## config.mk

```make
export PLATFORM = sky130hd
export DESIGN_NAME = eq_gain_mixer
export DESIGN_NICKNAME = d
export VERILOG_FILES = /design/src/rtl/eq_mix_pkg.sv /design/src/rtl/eq_gain_bank.sv /design/src/rtl/eq_gain_mixer.sv
export SDC_FILE = /design/constraint.sdc
export NUM_CORES = 2
export LEC_CHECK = 0
export CAP_MARGIN = 20
export CORE_UTILIZATION = 45
export CTS_BUF_LIST = sky130_fd_sc_hd__clkbuf_8 sky130_fd_sc_hd__clkbuf_16
export CTS_CLUSTER_DIAMETER = 200
export CTS_CLUSTER_SIZE = 25
export DETAILED_ROUTE_END_ITERATION = 6
export HOLD_SLACK_MARGIN = 0.06
export MAX_ROUTING_LAYER = met4
export PLACE_DENSITY = 0.67
export SLEW_MARGIN = 40
export SYNTH_ARGS = -nofsm -noshare
export SYNTH_HDL_FRONTEND = slang
export SYNTH_SLANG_ARGS = --single-unit
```

## constraint.sdc

```tcl
create_clock -name clk -period 15.8 [get_ports clk]
set_input_delay 3.16 -clock clk [delete_from_list [all_inputs] [get_ports clk]]
set_output_delay 3.16 -clock clk [all_outputs]
set_load 0.02 [all_outputs]
```

## src/rtl/eq_mix_pkg.sv

```systemverilog
// Shared types and helpers for the equalizer gain mixer.
package eq_mix_pkg;

    localparam int unsigned WIDE_W = 128;

    typedef enum logic [1:0] {
        IDLE  = 2'd0,
        RUN   = 2'd1,
        DRAIN = 2'd2,
        DONE  = 2'd3
    } state_t;

    // Accumulator width: full product plus growth for summing every band.
    function automatic int unsigned acc_width(input int unsigned data_w,
                                              input int unsigned gain_w,
                                              input int unsigned num_bands);
        return data_w + gain_w + $clog2(num_bands);
    endfunction

    // Unity gain in the fixed-point gain format.
    function automatic logic [31:0] unity_gain(input int unsigned frac);
        return 32'(1) << frac;
    endfunction

    // Clamp a wide signed value into a signed range of the given width.
    function automatic logic signed [WIDE_W-1:0] saturate(input logic signed [WIDE_W-1:0] value,
                                                          input int unsigned width);
        logic signed [WIDE_W-1:0] max_v;
        logic signed [WIDE_W-1:0] min_v;
        max_v = (128'sd1 <<< (width - 1)) - 128'sd1;
        min_v = -max_v - 128'sd1;
        if (value > max_v) begin
            return max_v;
        end else if (value < min_v) begin
            return min_v;
        end
        return value;
    endfunction

endpackage

```

## src/rtl/eq_gain_bank.sv

```systemverilog
// Shadow/active gain register files with auto-increment write port and frame-boundary commit.
module eq_gain_bank import eq_mix_pkg::*; #(
    parameter int unsigned NUM_BANDS = 4,
    parameter int unsigned GAIN_W    = 16,
    parameter int unsigned GAIN_FRAC = 14
) (
    input  logic                         clk,
    input  logic                         reset_n,
    input  logic                         gain_wr,
    input  logic                         gain_wr_rst,
    input  logic [GAIN_W-1:0]            gain_wr_data,
    input  logic                         gain_commit,
    input  logic                         copy_en,
    input  logic [$clog2(NUM_BANDS)-1:0] rd_band,
    output logic [GAIN_W-1:0]            rd_gain_c,
    output logic [$clog2(NUM_BANDS)-1:0] gain_wr_addr,
    output logic                         commit_pending
);

    localparam int unsigned       BAND_W = $clog2(NUM_BANDS);
    localparam logic [GAIN_W-1:0] UNITY  = GAIN_W'(unity_gain(GAIN_FRAC));

    logic [GAIN_W-1:0] shadow_q [NUM_BANDS];
    logic [GAIN_W-1:0] active_q [NUM_BANDS];

    // Gain storage, write address and pending-commit tracking.
    always_ff @(posedge clk) begin
        if (!reset_n) begin
            for (int i = 0; i < int'(NUM_BANDS); i++) begin
                shadow_q[i] <= UNITY;
                active_q[i] <= UNITY;
            end
            gain_wr_addr   <= '0;
            commit_pending <= 1'b0;
        end else begin
            if (gain_wr) begin
                shadow_q[gain_wr_addr] <= gain_wr_data;
            end
            if (gain_wr_rst) begin
                gain_wr_addr <= '0;
            end else if (gain_wr) begin
                gain_wr_addr <= (gain_wr_addr == BAND_W'(NUM_BANDS - 1)) ? '0
                                                                         : gain_wr_addr + BAND_W'(1);
            end
            // Copy uses the pre-write shadow; a commit on the copy edge arms the next frame.
            if (copy_en && commit_pending) begin
                for (int i = 0; i < int'(NUM_BANDS); i++) begin
                    active_q[i] <= shadow_q[i];
                end
                commit_pending <= gain_commit;
            end else if (gain_commit) begin
                commit_pending <= 1'b1;
            end
        end
    end

    // Read port driven by the band counter.
    assign rd_gain_c = active_q[rd_band];

endmodule

```

## src/rtl/eq_gain_mixer.sv

```systemverilog
// Per-channel weighted band sum with rounding-by-truncation and saturation.
module eq_gain_mixer import eq_mix_pkg::*; #(
    parameter int unsigned NUM_BANDS    = 4,
    parameter int unsigned NUM_CHANNELS = 2,
    parameter int unsigned DATA_W       = 48,
    parameter int unsigned GAIN_W       = 16,
    parameter int unsigned GAIN_FRAC    = 14,
    parameter int unsigned OUT_W        = 24,
    parameter int unsigned OUT_SHIFT    = 38
) (
    input  logic                                       clk,
    input  logic                                       reset_n,
    input  logic                                       run,
    input  logic                                       bypass,
    input  logic [$clog2(NUM_BANDS)-1:0]               bypass_sel,
    input  logic                                       gain_wr,
    input  logic                                       gain_wr_rst,
    input  logic [GAIN_W-1:0]                          gain_wr_data,
    input  logic                                       gain_commit,
    output logic [$clog2(NUM_BANDS)-1:0]               gain_wr_addr,
    output logic                                       commit_pending,
    input  logic                                       in_valid,
    output logic                                       in_ready,
    input  logic [NUM_CHANNELS*NUM_BANDS*DATA_W-1:0]   in_data,
    output logic                                       out_valid,
    output logic [NUM_CHANNELS*OUT_W-1:0]              out_data,
    output logic                                       sat_flag,
    output logic                                       overrun_flag,
    input  logic                                       flag_clr
);

    localparam int unsigned       BAND_W = $clog2(NUM_BANDS);
    localparam int unsigned       CH_W   = (NUM_CHANNELS > 1) ? $clog2(NUM_CHANNELS) : 1;
    localparam int unsigned       PROD_W = DATA_W + GAIN_W;
    localparam int unsigned       ACC_W  = acc_width(DATA_W, GAIN_W, NUM_BANDS);
    localparam logic [GAIN_W-1:0] UNITY  = GAIN_W'(unity_gain(GAIN_FRAC));

    state_t state_q, state_d;
    logic   accept_c, last_mul_c;

    logic [BAND_W-1:0]        band_q;
    logic [CH_W-1:0]          ch_q;
    logic                     drain_q;
    logic signed [DATA_W-1:0] hold_q [NUM_CHANNELS][NUM_BANDS];
    logic                     byp_q;
    logic [BAND_W-1:0]        byp_sel_q;

    logic [GAIN_W-1:0]        bank_gain_c;
    logic signed [GAIN_W-1:0] gain_c;
    logic signed [DATA_W-1:0] sample_c;
    logic signed [PROD_W-1:0] prod_c;

    logic signed [PROD_W-1:0] prod_q;
    logic                     prod_vld_q, prod_first_q, prod_last_q;
    logic [CH_W-1:0]          prod_ch_q;
    logic signed [ACC_W-1:0]  acc_q;
    logic                     acc_last_q;
    logic [CH_W-1:0]          acc_ch_q;

    logic signed [ACC_W-1:0]  shifted_c;
    logic signed [WIDE_W-1:0] wide_c, sat_c;
    logic                     clamp_c;
    logic [OUT_W-1:0]         res_q [NUM_CHANNELS];
    logic                     frame_sat_q;

    eq_gain_bank #(
        .NUM_BANDS (NUM_BANDS),
        .GAIN_W    (GAIN_W),
        .GAIN_FRAC (GAIN_FRAC)
    ) u_bank (
        .clk            (clk),
        .reset_n        (reset_n),
        .gain_wr        (gain_wr),
        .gain_wr_rst    (gain_wr_rst),
        .gain_wr_data   (gain_wr_data),
        .gain_commit    (gain_commit),
        .copy_en        (accept_c),
        .rd_band        (band_q),
        .rd_gain_c      (bank_gain_c),
        .gain_wr_addr   (gain_wr_addr),
        .commit_pending (commit_pending)
    );

    // FSM state register.
    always_ff @(posedge clk) begin
        if (!reset_n) begin
            state_q <= IDLE;
        end else begin
            state_q <= state_d;
        end
    end

    // Next-state logic; dropping run aborts any in-flight frame.
    always_comb begin
        state_d    = state_q;
        accept_c   = 1'b0;
        last_mul_c = (band_q == BAND_W'(NUM_BANDS - 1)) && (ch_q == CH_W'(NUM_CHANNELS - 1));
        case (state_q)
            IDLE: begin
                if (in_valid && run) begin
                    accept_c = 1'b1;
                    state_d  = RUN;
                end
            end
            RUN: begin
                if (!run) begin
                    state_d = IDLE;
                end else if (last_mul_c) begin
                    state_d = DRAIN;
                end
            end
            DRAIN: begin
                if (!run) begin
                    state_d = IDLE;
                end else if (drain_q) begin
                    state_d = DONE;
                end
            end
            DONE:    state_d = IDLE;
            default: state_d = IDLE;
        endcase
    end

    // Multiplier operand selection and result shift/saturate.
    always_comb begin
        sample_c  = hold_q[ch_q][band_q];
        gain_c    = byp_q ? ((band_q == byp_sel_q) ? UNITY : '0) : bank_gain_c;
        prod_c    = PROD_W'(sample_c) * PROD_W'(gain_c);
        shifted_c = acc_q >>> OUT_SHIFT;
        wide_c    = {{(WIDE_W - ACC_W){shifted_c[ACC_W-1]}}, shifted_c};
        sat_c     = saturate(wide_c, OUT_W);
        clamp_c   = (sat_c != wide_c);
    end

    // Frame capture and channel/band sequencing.
    always_ff @(posedge clk) begin
        if (!reset_n) begin
            for (int c = 0; c < int'(NUM_CHANNELS); c++) begin
                for (int b = 0; b < int'(NUM_BANDS); b++) begin
                    hold_q[c][b] <= '0;
                end
            end
            byp_q     <= 1'b0;
            byp_sel_q <= '0;
            band_q    <= '0;
            ch_q      <= '0;
            drain_q   <= 1'b0;
        end else begin
            if (accept_c) begin
                for (int c = 0; c < int'(NUM_CHANNELS); c++) begin
                    for (int b = 0; b < int'(NUM_BANDS); b++) begin
                        hold_q[c][b] <= in_data[(c*int'(NUM_BANDS)+b)*int'(DATA_W) +: DATA_W];
                    end
                end
                byp_q     <= bypass;
                byp_sel_q <= bypass_sel;
                band_q    <= '0;
                ch_q      <= '0;
            end else if (state_q == RUN) begin
                if (band_q == BAND_W'(NUM_BANDS - 1)) begin
                    band_q <= '0;
                    ch_q   <= ch_q + CH_W'(1);
                end else begin
                    band_q <= band_q + BAND_W'(1);
                end
            end
            drain_q <= (state_q == DRAIN) && !drain_q;
        end
    end

    // Product register, per-channel accumulator and saturated result staging.
    always_ff @(posedge clk) begin
        if (!reset_n) begin
            prod_q       <= '0;
            prod_vld_q   <= 1'b0;
            prod_first_q <= 1'b0;
            prod_last_q  <= 1'b0;
            prod_ch_q    <= '0;
            acc_q        <= '0;
            acc_last_q   <= 1'b0;
            acc_ch_q     <= '0;
            frame_sat_q  <= 1'b0;
            for (int c = 0; c < int'(NUM_CHANNELS); c++) begin
                res_q[c] <= '0;
            end
        end else begin
            prod_vld_q   <= (state_q == RUN) && run;
            prod_q       <= prod_c;
            prod_first_q <= (band_q == '0);
            prod_last_q  <= (band_q == BAND_W'(NUM_BANDS - 1));
            prod_ch_q    <= ch_q;
            if (prod_vld_q && run) begin
                acc_q <= prod_first_q ? ACC_W'(prod_q) : acc_q + ACC_W'(prod_q);
            end
            acc_last_q <= prod_vld_q && prod_last_q && run;
            acc_ch_q   <= prod_ch_q;
            if (accept_c) begin
                frame_sat_q <= 1'b0;
            end else if (acc_last_q && run) begin
                res_q[acc_ch_q] <= OUT_W'(sat_c);
                if (clamp_c) begin
                    frame_sat_q <= 1'b1;
                end
            end
        end
    end

    // Handshake, result publication and sticky flags.
    always_ff @(posedge clk) begin
        if (!reset_n) begin
            in_ready     <= 1'b1;
            out_valid    <= 1'b0;
            out_data     <= '0;
            sat_flag     <= 1'b0;
            overrun_flag <= 1'b0;
        end else begin
            in_ready  <= (state_d == IDLE);
            out_valid <= (state_q == DONE) && run;
            if ((state_q == DONE) && run) begin
                for (int c = 0; c < int'(NUM_CHANNELS); c++) begin
                    out_data[c*int'(OUT_W) +: OUT_W] <= res_q[c];
                end
            end
            if ((state_q == DONE) && run && frame_sat_q) begin
                sat_flag <= 1'b1;
            end else if (flag_clr) begin
                sat_flag <= 1'b0;
            end
            if (in_valid && !in_ready) begin
                overrun_flag <= 1'b1;
            end else if (flag_clr) begin
                overrun_flag <= 1'b0;
            end
        end
    end

endmodule

```

==> qor.txt <==
LOGIC SYNTHESIS
--------------------------------------------------------------------------------
Number of enable flip-flop cells after synthesis                             560
Leading cell types by total area after synthesis                    sky130_fd_sc_hd__edfxtp_1 28%, sky130_fd_sc_hd__fa_1 23%, sky130_fd_sc_hd__dfxtp_1 6.7%
Count of warnings emitted by yosys                                             0
#FFs+latches synth                                                           764
Most common flop cell mapped by yosys                               sky130_fd_sc_hd__edfxtp_1
Post-Syn Nets                                                               7392
Synthesized instance count                                                  6056
Unique cell type count in the Yosys netlist                                   90
Mapped Avg Cell Area                                                  10.1 sq um
Synth async-reset ratio                                                       0%
Share of synthesized area occupied by flip-flops and latches               34.3%
Post-synth top area share                                                  27.6%
Most area-hungry cell type in the Yosys netlist                     sky130_fd_sc_hd__edfxtp_1
Synthesized cell area                                                60900 sq um

CTS
--------------------------------------------------------------------------------
Root Buffer Master                                                  sky130_fd_sc_hd__clkbuf_16
Clock-pin transition on the worst setup and hold timing paths            0.11 ns
Max Root-Sink Buffers                                                          3
Number of setup buffers added after CTS                                        0
Total clock buffers created by CTS                                            36
# H-tree levels                                                                2
CTS tree                                                                   built
PostCTS Resize Cnt                                                             0
Clock sink count                                                             764
Clock Latency Late Sink                                                  0.66 ns
# hold bufs at CTS                                                             0

CRITICAL PATH
--------------------------------------------------------------------------------
Critical Path Start Type                                                    flop
Setup CP Type                                                            reg2reg
Top delay family on crit path                                        adder cells
Critical path data required time                                        16.39 ns
Endpoint arrival time on the critical path                               9.61 ns
Depth of the worst register-to-register path                                  27
Most repeated library cell on the critical path                     sky130_fd_sc_hd__fa_1
Worst-path fanout max                                                         43
Worst path depth                                                              27
Max incr delay on CP                                                     0.80 ns
Total buffers and inverters traversed by the critical path                     5
Capturing element type of the critical path                                 flop
Cell with the largest stage delay on the worst path                 sky130_fd_sc_hd__dfxtp_4

PWR
--------------------------------------------------------------------------------
VDD IR max                                                                201 uV
Pwr/cell area                                                        159 nW/um^2
Leakage power total                                                      30.6 nW

RUN STATUS
--------------------------------------------------------------------------------
Outcome                                                             complete, no violations

GRT
--------------------------------------------------------------------------------
Maximum number of pins on one net before global-route repair                 163
Layer carrying the most global-route usage                                  met2
Combined global-route utilization of all metal layers                      26.1%
Global routing usage on met2                                               39.6%
Met3 track demand over resource in global routing                          4.23%
Global-route wire length before repair                              266000 microns
Met1 Resource Use GR                                                       36.6%
Number of antenna violations at the first check in global routing              5
Vias in the first global route                                             44211
Total overflow reported by the global router                                   0

STA
--------------------------------------------------------------------------------
Tcrit/Tclk final                                                           57.1%
Final number of setup-violating endpoints                                      0
Remaining max-slew budget at the tightest pin                              42.1%
Number of max-slew violations in the final report                              0
Final min period                                                         9.02 ns
Number of hold violations in the final report                                  0
Worst-margin pin slew                                                   0.868 ns
Total negative slack                                                        0 ns
Largest clock skew in the final design                                 0.0445 ns
Final setup slack of the worst path                                      6.78 ns
Peak Freq                                                              0.111 GHz
Unrepaired setup endpoints after global routing                               no

FLOORPLANNING
--------------------------------------------------------------------------------
Standard-cell rows                                                           134
Area of the core region                                             134000 sq um
Starting density of the core                                               45.5%
Die area                                                            137000 sq um
DIE HEIGHT                                                           370 microns
Die width                                                            370 microns
Top-level I/O count                                                          466

CELLS AND AREA
--------------------------------------------------------------------------------
Top library cells by usage in the layout, fill and taps aside       906 x sky130_fd_sc_hd__inv_1, 861 x sky130_fd_sc_hd__nand2_1, 711 x sky130_fd_sc_hd__fa_1
Layout cells sized above 1                                                 4.56%
Synthesis-to-layout area growth                                            11.6%
Count of nets after finishing                                               7564
Most common cell after layout, fill and taps aside                  sky130_fd_sc_hd__inv_1

DRT
--------------------------------------------------------------------------------
DR pass1 iterations                                                            6
Final wirelength                                                    173000 microns
Violation count after the first detailed-routing iteration                  4264
Post-route DRC violation count                                                 0
Number of vias after detailed routing                                      44199
Mean routed wirelength per cell                                     21.6 microns
Number of nets with antenna violations after detailed routing                  0
Via density per instance                                                    5.51

HOLD PATH
--------------------------------------------------------------------------------
Number of cells on the worst hold path                                         1
Worst hold path class                                                    reg2reg

PLACEMENT
--------------------------------------------------------------------------------
Gpl congestion                                                             0.946
Port-buffer cells                                                            465
Worst setup slack after placement                                        6.42 ns
HPWL after DPL                                                      133000 microns

RUN
--------------------------------------------------------------------------------
Max-capacitance violation count                                                0

[area by class of cell]
cell class	instances	area, sq um
tap	1768	2210
multi-input combinational	4010	35300
sequential	764	20900
antenna	3	7.51
clock inverter	23	143
inverter	891	3350
timing repair buffer	525	5180
clock buffer	36	901
fill	12066	65900
[state kept, by name, indices dropped and copies added, names as in the netlist, 2 cells and up, named ones only]
register,flops
res_q,48
out_data,48
state_q,2
u_bank.shadow_q,64
byp_sel_q,2
prod_q,64
hold_q,384
acc_q,66
u_bank.active_q,64
u_bank.gain_wr_addr,2
band_q,2
[cell families after synthesis]
group / Yosys count / share of synthesized area [%]
AO/OA/AOI/OAI: 776 / 7.97
buffers and inverters: 1282 / 8.07
flip-flops: 764 / 34.3
XOR/XNOR: 120 / 1.72
adder cells (fa/ha/maj): 925 / 27.8
AND/OR/NAND/NOR: 2063 / 15.9
multiplexers: 126 / 4.23
[per-layer routing]
layer  up-vias  routed length (microns)  part of all wire (%)
met4         0                     4410                   2.6
met1     21937                    75900                    44
met2      1941                    78400                    45
met5         -                        0                     0
li1      20107                        -                     -
met3       214                    14300                   8.2
[worst paths after layout]
kind / from / slack, ns / endpoint
hold / removal: drain_q / 0.43 / drain_q
hold reg to reg: drain_q / 0.43 / drain_q
setup reg to reg: band_q[0] / 6.78 / prod_q[62]
setup / recovery: band_q[0] / 6.78 / prod_q[62]
[report_power, final]
part | internal [mW] | switching, mW | total, mW
Clock | 0.434 | 0.656 | 1.09
Sequential | 2.35 | 0.0967 | 2.45
Combinational | 2.88 | 4.42 | 7.30
[Yosys cell counts, types with 6 or more instances]
cell type                    n
sky130_fd_sc_hd__a211oi_1   27
sky130_fd_sc_hd__a21boi_0    6
sky130_fd_sc_hd__a21o_1    115
sky130_fd_sc_hd__a21oi_1   342
sky130_fd_sc_hd__a221oi_1    6
sky130_fd_sc_hd__a311oi_1   11
sky130_fd_sc_hd__a31oi_1    26
sky130_fd_sc_hd__and2_1    105
sky130_fd_sc_hd__and3_1    475
sky130_fd_sc_hd__buf_1      20
sky130_fd_sc_hd__buf_2      15
sky130_fd_sc_hd__clkbuf_1  345
sky130_fd_sc_hd__dfxtp_1   204
sky130_fd_sc_hd__edfxtp_1  560
sky130_fd_sc_hd__fa_1      711
sky130_fd_sc_hd__ha_1      214
sky130_fd_sc_hd__inv_1     891
sky130_fd_sc_hd__mux2i_1    19
sky130_fd_sc_hd__mux4_2    105
sky130_fd_sc_hd__nand2_1   867
sky130_fd_sc_hd__nand2b_1   37
sky130_fd_sc_hd__nand3_1    41
sky130_fd_sc_hd__nand4_1    40
sky130_fd_sc_hd__nor2_1    393
sky130_fd_sc_hd__nor2b_1    32
sky130_fd_sc_hd__nor3_1     29
sky130_fd_sc_hd__o211ai_1   26
sky130_fd_sc_hd__o21a_1     12
sky130_fd_sc_hd__o21ai_0   111
sky130_fd_sc_hd__o21bai_1   24
sky130_fd_sc_hd__o31ai_1     6
sky130_fd_sc_hd__or2_2      10
sky130_fd_sc_hd__or3_1       7
sky130_fd_sc_hd__xnor2_1    72
sky130_fd_sc_hd__xor2_1     48
[metrics by stage]
stage	utilization [%]	instance area (sq um)	total power [mW]	cells	hold slack, ns
after CTS	50.7	68000	10.8	8016	0.430
after floorplan	-	60900	8.01	6056	0.401
after global placement	49.9	66800	9.58	7956	0.408
final	50.8	68000	10.8	8020	0.428
after global routing	50.8	68000	11.8	8020	0.443
after detailed placement	50.0	66900	9.71	7957	0.415
(Power assumes the default switching activity.)
